**src/rtl/cache_pkg.sv**
```systemverilog
// Shared types for the cache memory-side bridge: FSM states, line geometry
// and the write-buffer entry layout.
package cache_pkg;

    // A cache line is fetched as this many 16-bit SDRAM beats.
    localparam int LINE_BEATS = 4;

    typedef enum logic [2:0] {
        IDLE,
        WR_CMD,
        RD_CMD,
        RD_DATA,
        ACK
    } bridge_state_t;

    // One queued CPU write: word address, data and byte selects (48 bits).
    typedef struct packed {
        logic [30:1] adr;
        logic [15:0] dat;
        logic [1:0]  bs;
    } wb_entry_t;

endpackage

```
**src/rtl/wb_fifo.sv**
```systemverilog
// Small synchronous FIFO for queued CPU writes. Pointers carry one extra
// wrap bit so that full and empty can be told apart with equal indices.
// A push while full is accepted only if a pop happens in the same cycle.
module wb_fifo #(
    parameter int DEPTH = 4,
    parameter int WIDTH = 48
) (
    input  logic             clk,
    input  logic             rst,
    input  logic             push,
    input  logic             pop,
    input  logic [WIDTH-1:0] din,
    output logic [WIDTH-1:0] head,
    output logic             full,
    output logic             empty
);
    localparam int AW = $clog2(DEPTH);
    localparam logic [AW:0] PTR_ONE = 1;

    logic [WIDTH-1:0] mem [DEPTH];
    logic [AW:0]      wr_ptr;
    logic [AW:0]      rd_ptr;
    logic             do_pop;
    logic             do_push;

    assign do_pop  = pop & ~empty;
    assign do_push = push & (~full | do_pop);
    assign empty   = (wr_ptr == rd_ptr);
    assign full    = (wr_ptr[AW] != rd_ptr[AW]) && (wr_ptr[AW-1:0] == rd_ptr[AW-1:0]);
    assign head    = mem[rd_ptr[AW-1:0]];

    // Advance read/write pointers on accepted pop/push.
    always_ff @(posedge clk) begin
        if (rst) begin
            wr_ptr <= '0;
            rd_ptr <= '0;
        end else begin
            if (do_push) wr_ptr <= wr_ptr + PTR_ONE;
            if (do_pop)  rd_ptr <= rd_ptr + PTR_ONE;
        end
    end

    // Entry storage; contents are don't-care until written.
    always_ff @(posedge clk) begin
        if (do_push) mem[wr_ptr[AW-1:0]] <= din;
    end

endmodule

```
**src/rtl/cache_sdram_bridge.sv**
```systemverilog
// Memory-side responder for the write-through cache. Queues write strobes,
// drains them to the SDRAM command port, and serves line fills as 4-beat
// burst reads assembled into a 64-bit line. Writes always drain before a
// fill is issued so a fill sees every earlier write.
module cache_sdram_bridge
    import cache_pkg::*;
#(
    parameter int WBDEPTH = 4
) (
    input  logic        clk,
    input  logic        rst,
    input  logic [30:1] cpu_adr,
    input  logic [15:0] cpu_dat_w,
    input  logic [1:0]  cpu_bs,
    input  logic        mem_read_req,
    output logic [63:0] mem_dat_r,
    output logic        mem_read_ack,
    input  logic        wb_en,
    output logic        wb_full,
    output logic        wb_ovf,
    output logic        sd_req,
    output logic        sd_we,
    output logic [30:1] sd_adr,
    output logic [1:0]  sd_bs,
    output logic [15:0] sd_dat_w,
    input  logic        sd_ack,
    input  logic        sd_rdv,
    input  logic [15:0] sd_dat_r
);
    localparam int            CW        = $clog2(LINE_BEATS);
    localparam logic [CW-1:0] LAST_BEAT = CW'(LINE_BEATS - 1);
    localparam logic [CW-1:0] CNT_ONE   = CW'(1);

    bridge_state_t state, state_n;
    logic          wb_en_q;
    logic          push, pop;
    logic          fifo_empty, fifo_full;
    wb_entry_t     in_entry, head_entry;
    logic          pending;
    logic [30:3]   line_q, rd_line;
    logic [CW-1:0] beat_cnt;
    logic          ld_wr, wr_from_head, ld_rd, beat_we, fill_done;

    assign push      = wb_en & ~wb_en_q;
    assign in_entry  = {cpu_adr, cpu_dat_w, cpu_bs};
    assign rd_line   = pending ? line_q : cpu_adr[30:3];
    assign sd_req    = (state == WR_CMD) || (state == RD_CMD);
    assign mem_read_ack = (state == ACK);
    assign wb_full   = fifo_full;

    wb_fifo #(
        .DEPTH (WBDEPTH),
        .WIDTH ($bits(wb_entry_t))
    ) u_fifo (
        .clk   (clk),
        .rst   (rst),
        .push  (push),
        .pop   (pop),
        .din   (in_entry),
        .head  (head_entry),
        .full  (fifo_full),
        .empty (fifo_empty)
    );

    // FSM state register.
    always_ff @(posedge clk) begin
        if (rst) state <= IDLE;
        else     state <= state_n;
    end

    // Next state and command/beat strobes; a strobe arriving at an idle,
    // empty bridge is issued straight from the CPU inputs.
    always_comb begin
        state_n      = state;
        ld_wr        = 1'b0;
        wr_from_head = 1'b0;
        ld_rd        = 1'b0;
        pop          = 1'b0;
        beat_we      = 1'b0;
        fill_done    = 1'b0;
        unique case (state)
            IDLE: begin
                if (!fifo_empty) begin
                    state_n      = WR_CMD;
                    ld_wr        = 1'b1;
                    wr_from_head = 1'b1;
                end else if (push) begin
                    state_n = WR_CMD;
                    ld_wr   = 1'b1;
                end else if (pending || mem_read_req) begin
                    state_n = RD_CMD;
                    ld_rd   = 1'b1;
                end
            end
            WR_CMD: begin
                if (sd_ack) begin
                    pop     = 1'b1;
                    state_n = IDLE;
                end
            end
            RD_CMD: begin
                if (sd_ack) begin
                    state_n = RD_DATA;
                    beat_we = sd_rdv;
                end
            end
            RD_DATA: begin
                beat_we = sd_rdv;
                if (sd_rdv && beat_cnt == LAST_BEAT) state_n = ACK;
            end
            ACK: begin
                fill_done = 1'b1;
                state_n   = IDLE;
            end
            default: state_n = IDLE;
        endcase
    end

    // SDRAM command fields, loaded once per command and held while sd_req is high.
    always_ff @(posedge clk) begin
        if (rst) begin
            sd_we    <= 1'b0;
            sd_adr   <= '0;
            sd_bs    <= 2'b11;
            sd_dat_w <= '0;
        end else if (ld_wr) begin
            sd_we <= 1'b1;
            if (wr_from_head) {sd_adr, sd_dat_w, sd_bs} <= head_entry;
            else              {sd_adr, sd_dat_w, sd_bs} <= in_entry;
        end else if (ld_rd) begin
            sd_we  <= 1'b0;
            sd_adr <= {rd_line, 2'b00};
        end
    end

    // Fill request latch: one outstanding line, released by the acknowledge.
    always_ff @(posedge clk) begin
        if (rst) begin
            pending <= 1'b0;
            line_q  <= '0;
        end else if (fill_done) begin
            pending <= 1'b0;
        end else if (mem_read_req && !pending) begin
            pending <= 1'b1;
            line_q  <= cpu_adr[30:3];
        end
    end

    // Beat counter and lane assembly of the returned line.
    always_ff @(posedge clk) begin
        if (rst) begin
            beat_cnt  <= '0;
            mem_dat_r <= '0;
        end else begin
            if (ld_rd)        beat_cnt <= '0;
            else if (beat_we) beat_cnt <= beat_cnt + CNT_ONE;
            if (beat_we) mem_dat_r[16*beat_cnt +: 16] <= sd_dat_r;
        end
    end

    // Strobe edge detect and sticky overflow on a dropped push.
    always_ff @(posedge clk) begin
        if (rst) begin
            wb_en_q <= 1'b0;
            wb_ovf  <= 1'b0;
        end else begin
            wb_en_q <= wb_en;
            if (push && fifo_full && !pop) wb_ovf <= 1'b1;
        end
    end

endmodule

```
**config.mk**
```make
export PLATFORM = sky130hd
export DESIGN_NAME = cache_sdram_bridge
export DESIGN_NICKNAME = d
export VERILOG_FILES = /design/src/rtl/cache_pkg.sv /design/src/rtl/wb_fifo.sv /design/src/rtl/cache_sdram_bridge.sv
export SDC_FILE = /design/constraint.sdc
export NUM_CORES = 1
export LEC_CHECK = 0
export ABC_CLOCK_PERIOD_IN_PS = 4000
export CAP_MARGIN = 20
export CORE_UTILIZATION = 35
export CTS_CLUSTER_DIAMETER = 150
export DETAILED_ROUTE_END_ITERATION = 7
export SLEW_MARGIN = 40
export SYNTH_ARGS = -nofsm -noshare
export SYNTH_HDL_FRONTEND = slang
export SYNTH_HIERARCHICAL = 1
export SYNTH_SLANG_ARGS = --single-unit
```
**constraint.sdc**
```tcl
create_clock -name clk -period 4 [get_ports clk]
set_input_delay 0.4 -clock clk [delete_from_list [all_inputs] [get_ports clk]]
set_output_delay 0.4 -clock clk [all_outputs]
set_load 0.02 [all_outputs]
```
Word level (Yosys, flattened, before mapping):

Memories as Yosys holds them, arrays and structs flattened. A register that Yosys moved wholly into a read port is not among the register bits.
Index checks and enable logic that the tools add are counted.

* register bits after elaboration: 155
* bits in writable memories: 192
* output and inout bits: 117
* logic and storage cells: 89
* memories: 1

Memories
* u_fifo.mem: words 4, width 48, read ports 1, clocked after Yosys merged registers in 1, wr ports 1, RTL line wb_fifo.sv:20 `logic [WIDTH-1:0] mem [DEPTH];`

* $add $sub $neg: 4
* eq/ne operators: 12
* shift-type cells: 2
* mux-type cells: 34
* bitwise logic cells: 8
* reduce and logical (&&, ||, !) cells: 15

Operator list (count)
* 30-bit 2-to-1 mux: 3
* 64-bit bitwise mux: 1
* 16-bit by 34-bit variable shift with 64-bit output, first input constant: 1
* 16-bit by 34-bit variable part select with 64-bit output: 1
* 6-bit negation with 34-bit output: 1
* 28-bit 2-to-1 mux: 1
* 3-bit 2-to-1 mux: 6
* 1-bit 2-to-1 mux: 17
* 16-bit 2-to-1 mux: 1
* 3-bit case mux with 4 select lines: 1
* 3-bit by 1-bit adder with 3-bit output, second input constant: 2
* 3-bit by 2-bit == test with 1-bit output, second input constant: 2
* 2-bit 2-to-1 mux: 3
* 2-bit inequality test, second input constant: 3
* 1-bit logical AND: 5
* 4-bit inequality test, second input constant: 1
* 1-bit inverter: 4
* 4-bit AND reduction: 1
* 2-bit OR reduction: 2
* 1-bit bitwise AND: 3
* 3-bit by 1-bit == test with 1-bit output, second input constant: 1
* 3-bit == test: 1
* 3-bit == test, second input constant: 1
* 3-bit logical NOT: 1
* other kinds (10): 12

Logic depth before layout (Yosys ltp):

Gate-level depths: netlist (run 1).

* depth after elaboration: 7
* gate-level depth with buffers: 9
* mapped depth without buffers: 7

Modules after synthesis:

Netlist (run 1), hierarchy kept.

By module, submodules not included
* wb_fifo: times used 1, cells an instance 305, area each 7450.9 sq um, seq. area each 5925.7 sq um
* cache_sdram_bridge: times used 1, cells an instance 814, area each 6566.3 sq um, seq. area each 2982.9 sq um

Worst setup path after synthesis (run 1):

Ideal clock, no wire load.

* kind: reg-to-reg
* start: register state[2]
* end: register u_fifo.wr_ptr[2]
* arrival: 2.812 ns
* data required time: 3.872 ns
* path slack: 1.060 ns
* stages on the path, launching flop included: 7
* buffers on the path: 1
* cell sequence: dfxtp_1 -> inv_1 -> clkbuf_1 -> and4_1 -> inv_1 -> a41oi_2 -> mux2_1

* longest elaborated chain between the ends: 5

Ends and longest elaborated chain
* start, declared: RTL line cache_sdram_bridge.sv:34 `bridge_state_t state, state_n;`
* start signal, assigned: RTL line cache_sdram_bridge.sv:68 `else state <= state_n;`
* 3-bit by 1-bit == test with 1-bit output: RTL line cache_sdram_bridge.sv:81 `unique case (state)`
* 1-bit 2-to-1 mux: RTL line cache_sdram_bridge.sv:81
* via pop: RTL line cache_sdram_bridge.sv:36 `logic push, pop;`
* 1-bit bitwise AND: RTL line wb_fifo.sv:26 `assign do_pop = pop & ~empty;`
* 1-bit OR: RTL line wb_fifo.sv:27 `assign do_push = push & (~full | do_pop);`
* 1-bit bitwise AND: RTL line wb_fifo.sv:27
* end signal, assigned: RTL line wb_fifo.sv:38 `if (do_push) wr_ptr <= wr_ptr + PTR_ONE;`
* end, declared: RTL line wb_fifo.sv:21 `logic [AW:0] wr_ptr;`

The timed path passes the listed nets, and every way through them passes these cells.
A chain may end at the register's enable or synchronous reset.

Final worst setup path (run 1):

* start: register u_fifo.wr_ptr[1]
* end: output port wb_full

* longest elaborated chain between the ends: 2

Ends and longest elaborated chain
* 2-bit == test: RTL line wb_fifo.sv:29 `assign full = (wr_ptr[AW] != rd_ptr[AW]) && (wr_ptr[AW-1:0] == rd_ptr[AW-1:0]);`
* 1-bit logical AND: RTL line wb_fifo.sv:29
* end, declared: RTL line cache_sdram_bridge.sv:19 `output logic wb_full,`

No other way between the ends.

==> results of run 1 <==
## path summary, 6_finish.rpt
path                                 start                    endpoint  slack (ps)  depth (start not counted)
min                                    rst          wb_en_q$_SDFF_PP0_         390                          2
max          u_fifo/wr_ptr[1]$_SDFFE_PP0P_                     wb_full        1260                          4
max reg2reg          state[2]$_SDFFE_PP0P_  u_fifo/mem[0][9]$_DFFE_PP_        1350                          6
min reg2reg     mem_dat_r[41]$_SDFFE_PP0P_  mem_dat_r[41]$_SDFFE_PP0P_         450                          2
## synth_stat cells (all sizes together) (18+ instances only)
cell,number
nand3,69
o21ai,18
nor2,58
a311oi,44
mux4,48
clkbuf,53
nand2b,38
buf,34
edfxtp,192
nand2,168
nand3b,29
a21oi,99
a31oi,31
dfxtp,157
## routing by layer
| layer | vias to the layer above | wire (microns) | global-route usage [%] |
|---|---|---|---|
| li1 | 4457 | - | - |
| met1 | 4849 | 15800 | 24.0 |
| met2 | 354 | 17500 | 28.9 |
| met3 | 56 | 3310 | 5.64 |
| met4 | 0 | 788 | 5.85 |
| met5 | - | 0 | 0 |
## sequential cells by signal (all words and copies together), names as in the netlist, 2 cells and up, named ones only
signal / count
u_fifo/rd_ptr: 3
sd_dat_w: 16
state: 3
u_fifo/mem: 192
sd_adr: 30
mem_dat_r: 64
sd_bs: 2
line_q: 28
u_fifo/wr_ptr: 3
beat_cnt: 2
## power groups by stage
stage / logic [mW] / clock network [mW] / registers, mW
6_report: 2.28 / 3.51 / 4.29
4_1_cts: 2.30 / 3.60 / 4.30
2_1_floorplan: 1.20 / 0 / 4.55
3_3_place_gp: 2.21 / 0 / 4.39
5_1_grt: 2.45 / 3.74 / 4.33
3_5_place_dp: 2.29 / 0 / 4.37
## per-stage QoR
step | utilization (%) | hold slack (ps) | instance area (sq um) | setup slack [ps] | total power, mW
3_3_place_gp | 41.7 | 437 | 16300 | 1080 | 6.60
5_1_grt | 45.1 | 414 | 17600 | 1130 | 10.5
3_5_place_dp | 41.9 | 442 | 16400 | 1050 | 6.66
2_1_floorplan | - | 431 | 14000 | 1060 | 5.75
4_1_cts | 45.1 | 368 | 17600 | 1190 | 10.2
6_report | 45.1 | 386 | 17600 | 1260 | 10.1
## worst max-delay path: stages (launching register included)
cell and delay (ps):
sky130_fd_sc_hd__dfxtp_1 370, sky130_fd_sc_hd__xnor2_2 420, sky130_fd_sc_hd__nand2_1 150, sky130_fd_sc_hd__nor2_1 180, sky130_fd_sc_hd__clkdlybuf4s50_1 690
## layout make-up
cell class	instances	area [sq um]
tap	518	648
inverter	12	45.0
clock buffer	58	1150
multi-input combinational	671	4630
fill	3598	21500
clock inverter	12	116
timing repair buffer	211	2140
sequential	349	8920
## cell families after synthesis
logic type               after synthesis
flip-flops                           349
XOR/XNOR                               6
AO/OA/AOI/OAI                        202
multiplexers                          58
buffers and inverters                 99
AND/OR/NAND/NOR                      395
adder cells (fa/ha/maj)               10
==> summary.txt, run 1 <==
Route
  • Count of routing violations after the opening detailed-route iteration: 651
  • Via total after detailed routing: 9716
  • Average vias per placed instance: 5.31
  • Antenna-violating nets left: 0
  • Detailed-route wire length per cell: 20.4 microns
  • Total routed wirelength: 37.4 mm
  • Detailed-routing iteration count for the pre-antenna-repair pass: 5
  • Drt drc: 0

Clocking
  • Longest Clk Path Bufs: 3
  • Clock latency on the worst-skew pair: 540 ps
  • Clock buffer count from CTS: 38
  • TritonCTS clock tree: done
  • CTS-repair resized insts: 0
  • Clock slew at reported path FFs: 60 ps
  • Number of buffers inserted to repair setup after CTS: 0
  • TritonCTS Sinks: 349
  • Clock root cell: sky130_fd_sc_hd__clkbuf_16
  • Cts-stage hold buffer count: 0
  • Number of H-tree levels: 2

Synthesis
  • Multiplexer share of the synthesized area: 8.49%
  • Number of synthesized flops with an enable pin: 192
  • Area contributors post-synth: sky130_fd_sc_hd__edfxtp_1, sky130_fd_sc_hd__dfxtp_1, sky130_fd_sc_hd__mux4_2, sky130_fd_sc_hd__nand2_1, sky130_fd_sc_hd__a21oi_1
  • Main synth FF type: sky130_fd_sc_hd__edfxtp_1
  • Syn Std Cell Area: 14000 sq um
  • Count of synthesis-stage warnings from yosys: 6
  • Synthesized-area fraction occupied by ao, oa, aoi and oai cells: 9.48%
  • Proportion of synthesized flip-flops having asynchronous set or reset: 0%
  • Simple-gate share of the synthesized area: 13.5%
  • Adder-cell share of the synthesized area: 0.893%
  • Post-synthesis cell count: 1119
  • Leading area contributor after synthesis: sky130_fd_sc_hd__edfxtp_1
  • Number of distinct library cell variants in the gate-level netlist after synthesis: 55
  • Total of flip-flops plus latches after synthesis: 349
  • Sequential element share of the synthesized area: 63.6%
  • Synth Area in XOR/XNOR: 0.536%
  • Largest family of logic cells by synthesized area: simple AND/OR/NAND/NOR gates
  • Mean post-synth cell area: 12.5 sq um
  • Proportion of netlist area held by the largest area contributor: 41.1%
  • Post-Syn Nets: 1199

Worst hold path
  • Min-Delay Path Class: primary input to flip-flop

Critical path
  • Arrival time at the worst endpoint: 2340 ps
  • Worst endpoint required time: 3600 ps
  • Largest fanout of any net on the critical path: 6
  • Sort of element at the end of the critical path: output port
  • Worst Path Class, Setup: flip-flop to output port
  • CP Launch Type: flip-flop

Timing
  • Final clock period utilization by the worst path: 68.6%
  • Slew at the pin closest to its max-slew limit: 782 ps
  • Max-slew violation count: 0
  • Number of failing hold endpoints at the final stage: 0
  • Maximum frequency from static timing analysis: 364 MHz
  • Aggregate negative setup slack: 0 ps
  • Time the final worst path needs with I/O delays and setup: 2740 ps
  • Number of setup violations in the final report: 0
  • Remaining max-slew budget at the tightest pin: 47.7%
  • Unrepaired setup endpoints after global routing: false
  • Worst clock skew: 17.1 ps

Flow run
  • Count of max-cap constraint violations: 0

Finish
  • Layout Area Growth over Synthesis: 25.9%
  • N_diodes: 0
  • Leading cell type in the layout, fill and taps excluded: sky130_fd_sc_hd__edfxtp_1
  • Share of layout cells above drive strength 1: 12.5%
  • Total number of nets in the final design: 1363
  • Commonest cells after routing, fill and taps aside: sky130_fd_sc_hd__edfxtp_1, sky130_fd_sc_hd__clkdlybuf4s50_1, sky130_fd_sc_hd__nand2_1
  • Final Non-Filler Cells: 1831

Outcome
  • Run status: completed

Floorplanning
  • Die H: 202 microns
  • Count of standard-cell rows: 72
  • Horizontal extent of the die: 202 microns
  • Core outline area: 39100 sq um
  • Die area: 40900 sq um
  • Starting density of the core: 35.9%
  • Boundary pin count: 187

Power
  • Worst vdd ir: 0.000306 V
  • Relative contribution of sequential cells to total power: 42.6%
  • Pwr Density: 571 nW/um^2
  • Cell-internal power: 7.12 mW
  • Static leakage power: 5.71 nW
  • Combinational Power Share: 22.6%
  • Share of total power consumed by net switching: 29.4%
  • Clock power frac: 34.9%
  • Net switching component of the power: 2.96 mW

Global routing
  • Pin count of the biggest net entering global routing: 77
  • GRT Total Usage: 18.3%
  • Vias in the first global route: 9854
  • Antenna violations before repair: 0
  • Global-route congestion overflow total: 0
  • Wire length of the first global-routing pass: 58.0 mm

Placement
  • Post-DP HPWL: 23.4 mm
  • Placer congestion estimate: 0.832
  • Total placed cells including tap cells: 1761
  • Total of buffers placed on input and output ports: 186
Power figures use the tool's default switching activity.
==> inputs of run 2 (changes only) <==
ABC_CLOCK_PERIOD_IN_PS = 2650   (was 4000)
clock period = 2.65 ns   (was 4 ns; I/O delays follow)
==> summary.txt, run 2 (same netlist as run 1, synthesis figures left out) <==
Critical path
  • CP Launch Type: flip-flop
  • Internal reg-to-reg setup slack: 320 ps
  • Worst endpoint required time: 2380 ps
  • Worst r2r path cells: 6
  • Arrival time at the worst endpoint: 2130 ps
  • Largest fanout of any net on the critical path: 5
  • Sort of element at the end of the critical path: output port
  • Worst Path Class, Setup: flip-flop to output port

Global routing
  • Wire length of the first global-routing pass: 55.7 mm
  • Pin count of the biggest net entering global routing: 69
  • Global-route congestion overflow total: 0
  • Antenna violations before repair: 1
  • GRT Total Usage: 17.6%
  • Vias in the first global route: 9600

Floorplanning
  • Boundary pin count: 187
  • Count of standard-cell rows: 72
  • Starting density of the core: 35.9%
  • Die area: 40900 sq um
  • Die H: 202 microns
  • Horizontal extent of the die: 202 microns
  • Core outline area: 39100 sq um

Timing
  • Slew at the pin closest to its max-slew limit: 739 ps
  • Final clock period utilization by the worst path: 90.5%
  • Post-Route Hold Slack: 256 ps
  • Maximum frequency from static timing analysis: 417 MHz
  • Min setup slack post-route: 252 ps
  • Number of failing hold endpoints at the final stage: 0
  • Number of setup violations in the final report: 0
  • Worst clock skew: 14.0 ps
  • Unrepaired setup endpoints after global routing: false
  • Aggregate negative setup slack: 0 ps
  • Max-slew violation count: 0
  • Time the final worst path needs with I/O delays and setup: 2400 ps
  • Remaining max-slew budget at the tightest pin: 50.7%

Worst hold path
  • Min-Delay Path Class: primary input to flip-flop
  • Worst Hold Depth: 2

Finish
  • Total number of nets in the final design: 1381
  • Flip-flop count of the largest register after layout: 192
  • Final Non-Filler Cells: 1849
  • Leading cell type in the layout, fill and taps excluded: sky130_fd_sc_hd__edfxtp_1
  • Commonest cells after routing, fill and taps aside: sky130_fd_sc_hd__edfxtp_1, sky130_fd_sc_hd__clkdlybuf4s50_1, sky130_fd_sc_hd__nand2_1
  • Layout Area Growth over Synthesis: 27.4%
  • Sequential Area: 8910 sq um
  • N_diodes: 0
  • Area of combinational cells with multiple inputs: 4630 sq um
  • Fill cell instance count of the final layout: 3562
  • Share of layout cells above drive strength 1: 13.4%

Route
  • Average vias per placed instance: 5.18
  • Count of routing violations after the opening detailed-route iteration: 636
  • Antenna-violating nets left: 0
  • Detailed-routing iteration count for the pre-antenna-repair pass: 4
  • Via total after detailed routing: 9582
  • Drt drc: 0
  • Detailed-route wire length per cell: 19.3 microns
  • Total routed wirelength: 35.7 mm

Clocking
  • TritonCTS Sinks: 349
  • TritonCTS clock tree: done
  • Clock slew at reported path FFs: 60 ps
  • Longest Clk Path Bufs: 3
  • Clock buffer count from CTS: 38
  • Cts-stage hold buffer count: 0
  • CTS-repair resized insts: 0
  • Clock root cell: sky130_fd_sc_hd__clkbuf_16
  • Number of buffers inserted to repair setup after CTS: 0
  • Clock latency on the worst-skew pair: 540 ps
  • Number of H-tree levels: 2

Power
  • Static leakage power: 5.83 nW
  • Worst vdd ir: 0.000495 V
  • Pwr Density: 856 nW/um^2

Placement
  • Pre-CTS setup slack: 316 ps
  • Total of buffers placed on input and output ports: 186
  • Post-DP HPWL: 22.6 mm
  • Total placed cells including tap cells: 1779
  • Placer congestion estimate: 0.784

Flow run
  • Count of max-cap constraint violations: 0

Outcome
  • Run status: completed
==> run 2: changes by cell type in the layout (fill, tap and decap cells not counted), sizes merged <==
cell	delta
bufinv	+3
inv	-2
clkinvlp	-3
clkinv	+10
clkbuf	-8
buf	+18
==> run 2: layout make-up <==
cell class,instances,share of cell area (%)
tap,518,3.63
clock inverter,20,1.23
multi-input combinational,671,25.9
sequential,349,49.9
clock buffer,50,5.98
timing repair buffer,229,13.1
inverter,12,0.252
==> run 2: stage by stage <==
step	area [sq um]	power [mW]	utilization, %
floorplan	14000	8.69	-
global placement	16600	9.97	42.4
detailed placement	16600	10.0	42.4
CTS	17900	15.5	45.7
global route	17900	16.0	45.7
finish	17900	15.3	45.7
==> run 2: per-layer routing <==
metal | share of wire, % | vias to the layer above | track usage, %
li1 | - | 4490 | -
met1 | 42 | 4770 | 21.9
met2 | 48 | 274 | 29.1
met3 | 8.3 | 48 | 5.90
met4 | 1.9 | 0 | 4.86
met5 | 0 | - | 0
==> run 2: final timing paths <==
| check | start | to |
|---|---|---|
| worst max-delay path | u_fifo/wr_ptr[1]$_SDFFE_PP0P_ | wb_full |
| worst min-delay path | rst | wb_en_q$_SDFF_PP0_ |
| worst max register to register | state[2]$_SDFFE_PP0P_ | sd_adr[26]$_SDFFE_PP0P_ |
| worst min register to register | line_q[4]$_SDFFE_PP0P_ | line_q[4]$_SDFFE_PP0P_ |
==> run 2: critical path: stages, from the launching register on <==
cell,delay [ps]
sky130_fd_sc_hd__dfxtp_1,440
sky130_fd_sc_hd__xnor2_2,150
sky130_fd_sc_hd__nand2_1,100
sky130_fd_sc_hd__nor2_1,230
sky130_fd_sc_hd__clkdlybuf4s50_1,660
==> run 2: where the power goes <==
group	internal (mW)	total (mW)	leakage (nW)	switching (mW)
clock network	3.25	5.42	0.635	2.17
registers	6.20	6.46	3.04	0.263
logic	1.45	3.40	2.16	1.95
total	10.9	15.3	5.83	4.38
==> inputs of run 3 (changes only) <==
GPL_TIMING_DRIVEN = 0   (was unset)
==> summary.txt, run 3 (same netlist as run 1, synthesis figures left out) <==
Outcome
  • Run status: completed

Floorplanning
  • Boundary pin count: 187
  • Count of standard-cell rows: 72
  • Die H: 202 microns
  • Core outline area: 39100 sq um
  • Horizontal extent of the die: 202 microns
  • Die area: 40900 sq um
  • Starting density of the core: 35.9%

Clocking
  • Longest Clk Path Bufs: 3
  • TritonCTS Sinks: 349
  • Clock slew at reported path FFs: 60 ps
  • Clock buffer count from CTS: 39
  • Clock root cell: sky130_fd_sc_hd__clkbuf_16
  • TritonCTS clock tree: done
  • Clock latency on the worst-skew pair: 540 ps
  • Number of H-tree levels: 2
  • Cts-stage hold buffer count: 0

Critical path
  • Sort of element at the end of the critical path: output port
  • Worst Path Class, Setup: flip-flop to output port
  • Worst endpoint required time: 2380 ps
  • Critical path buffers and inverters: 1
  • Largest fanout of any net on the critical path: 6
  • Critical path's slowest cell: sky130_fd_sc_hd__clkdlybuf4s50_1
  • Arrival time at the worst endpoint: 2240 ps
  • Longest individual stage delay on the worst path: 690 ps
  • Critical path's top delay family: buffers and inverters
  • CP Launch Type: flip-flop
  • Cells traversed along the worst timing path: xnor2_4, nand2_1, nor2_1, clkdlybuf4s50_1

Timing
  • Remaining max-slew budget at the tightest pin: 43.9%
  • Unrepaired setup endpoints after global routing: false
  • Worst clock skew: 23.3 ps
  • Number of failing hold endpoints at the final stage: 0
  • Slew at the pin closest to its max-slew limit: 841 ps
  • Time the final worst path needs with I/O delays and setup: 2510 ps
  • Max-slew violation count: 0
  • Maximum frequency from static timing analysis: 399 MHz
  • Final clock period utilization by the worst path: 94.6%
  • Min setup slack post-route: 143 ps
  • Number of setup violations in the final report: 0
  • Aggregate negative setup slack: 0 ps

Global routing
  • Pin count of the biggest net entering global routing: 27
  • Vias in the first global route: 9885
  • Wire length of the first global-routing pass: 58.2 mm
  • GRT Total Usage: 18.6%
  • Antenna violations before repair: 3
  • Global-route congestion overflow total: 0

Placement
  • Pre-CTS setup slack: -179 ps
  • Placer congestion estimate: 0.827
  • Total placed cells including tap cells: 1831
  • Post-DP HPWL: 25.8 mm
  • Area after DPL: 16700 sq um
  • Total of buffers placed on input and output ports: 186

Worst hold path
  • Min-Delay Path Class: primary input to flip-flop

Finish
  • Total number of nets in the final design: 1435
  • Area of combinational cells with multiple inputs: 4700 sq um
  • Layout Area Growth over Synthesis: 28.8%
  • Final Instance Area: 18100 sq um
  • Leading cell type in the layout, fill and taps excluded: sky130_fd_sc_hd__edfxtp_1
  • Final Non-Filler Cells: 1905
  • Flip-flop count of the largest register after layout: 192
  • Sequential Area: 8910 sq um
  • Share of layout cells above drive strength 1: 13.1%
  • Commonest cells after routing, fill and taps aside: sky130_fd_sc_hd__edfxtp_1, sky130_fd_sc_hd__clkdlybuf4s50_1, sky130_fd_sc_hd__nand2_1
  • Fill cell instance count of the final layout: 3591

Power
  • Static leakage power: 5.91 nW
  • Post-layout total power: 15.5 mW
  • Worst vdd ir: 0.000376 V
  • Pwr Density: 860 nW/um^2

Route
  • Drt drc: 0
  • Total routed wirelength: 38.4 mm
  • Detailed-route wire length per cell: 20.2 microns
  • Count of routing violations after the opening detailed-route iteration: 574
  • Detailed-routing iteration count for the pre-antenna-repair pass: 5
  • Average vias per placed instance: 5.15
  • Via total after detailed routing: 9818
  • Antenna-violating nets left: 0

Flow run
  • Count of max-cap constraint violations: 0
-- run 3: layer usage --
metal | vias to the layer above | global-route usage, % | wire length [microns]
met2 | 305 | 30.7 | 18300
met5 | - | 0 | 17
li1 | 4606 | - | -
met1 | 4841 | 23.2 | 15800
met3 | 64 | 6.08 | 3350
met4 | 2 | 5.75 | 875
-- run 3: stage by stage --
stage	util, %	hold slack, ps
4_1_cts	46.0	379
3_5_place_dp	42.7	442
2_1_floorplan	-	364
3_3_place_gp	42.3	436
6_report	46.2	400
5_1_grt	46.2	396
-- run 3: final cells by class --
type,count,share of cell area [%]
antenna,2,0.0277
buffer,85,2.49
clock buffer,61,6.42
clock inverter,10,0.693
inverter,12,0.249
multi-input combinational,673,26.0
sequential,349,49.3
tap,518,3.59
timing repair buffer,195,11.2
-- run 3: report_power, final --
group | leakage (nW) | total, mW | switching, mW | internal, mW
clock | 0.630 | 5.36 | 2.15 | 3.21
combinational | 2.25 | 3.69 | 2.15 | 1.54
sequential | 3.03 | 6.47 | 0.265 | 6.20
-- run 3: final timing paths --
path,cells after the start,slack [ps],from,endpoint
max,4,140,u_fifo/wr_ptr[1]$_SDFFE_PP0P_,wb_full
min,1,400,cpu_dat_w[11],u_fifo/mem[3][13]$_DFFE_PP_
max reg2reg,8,150,beat_cnt[0]$_SDFFE_PP0P_,mem_dat_r[61]$_SDFFE_PP0P_
min reg2reg,2,450,line_q[20]$_SDFFE_PP0P_,line_q[20]$_SDFFE_PP0P_
-- run 3: worst reg2reg max path: cells and delay by family, from the launching register on --
kind                       cells  cell delay, ps
AOI/OAI and AO/OA              1             170
and+or+nand+nor                3             810
DFF                            1             360
adders and majority gates      1             380
buffers and inverters          3             690
-- run 3: repair_timing --
item                                    4_1_cts  5_1_grt
endpoints found under the setup margin      100       45
resized for setup                             3        7
cloned                                        1        1
pin swaps                                     1        1
setup buffers                                 1        0
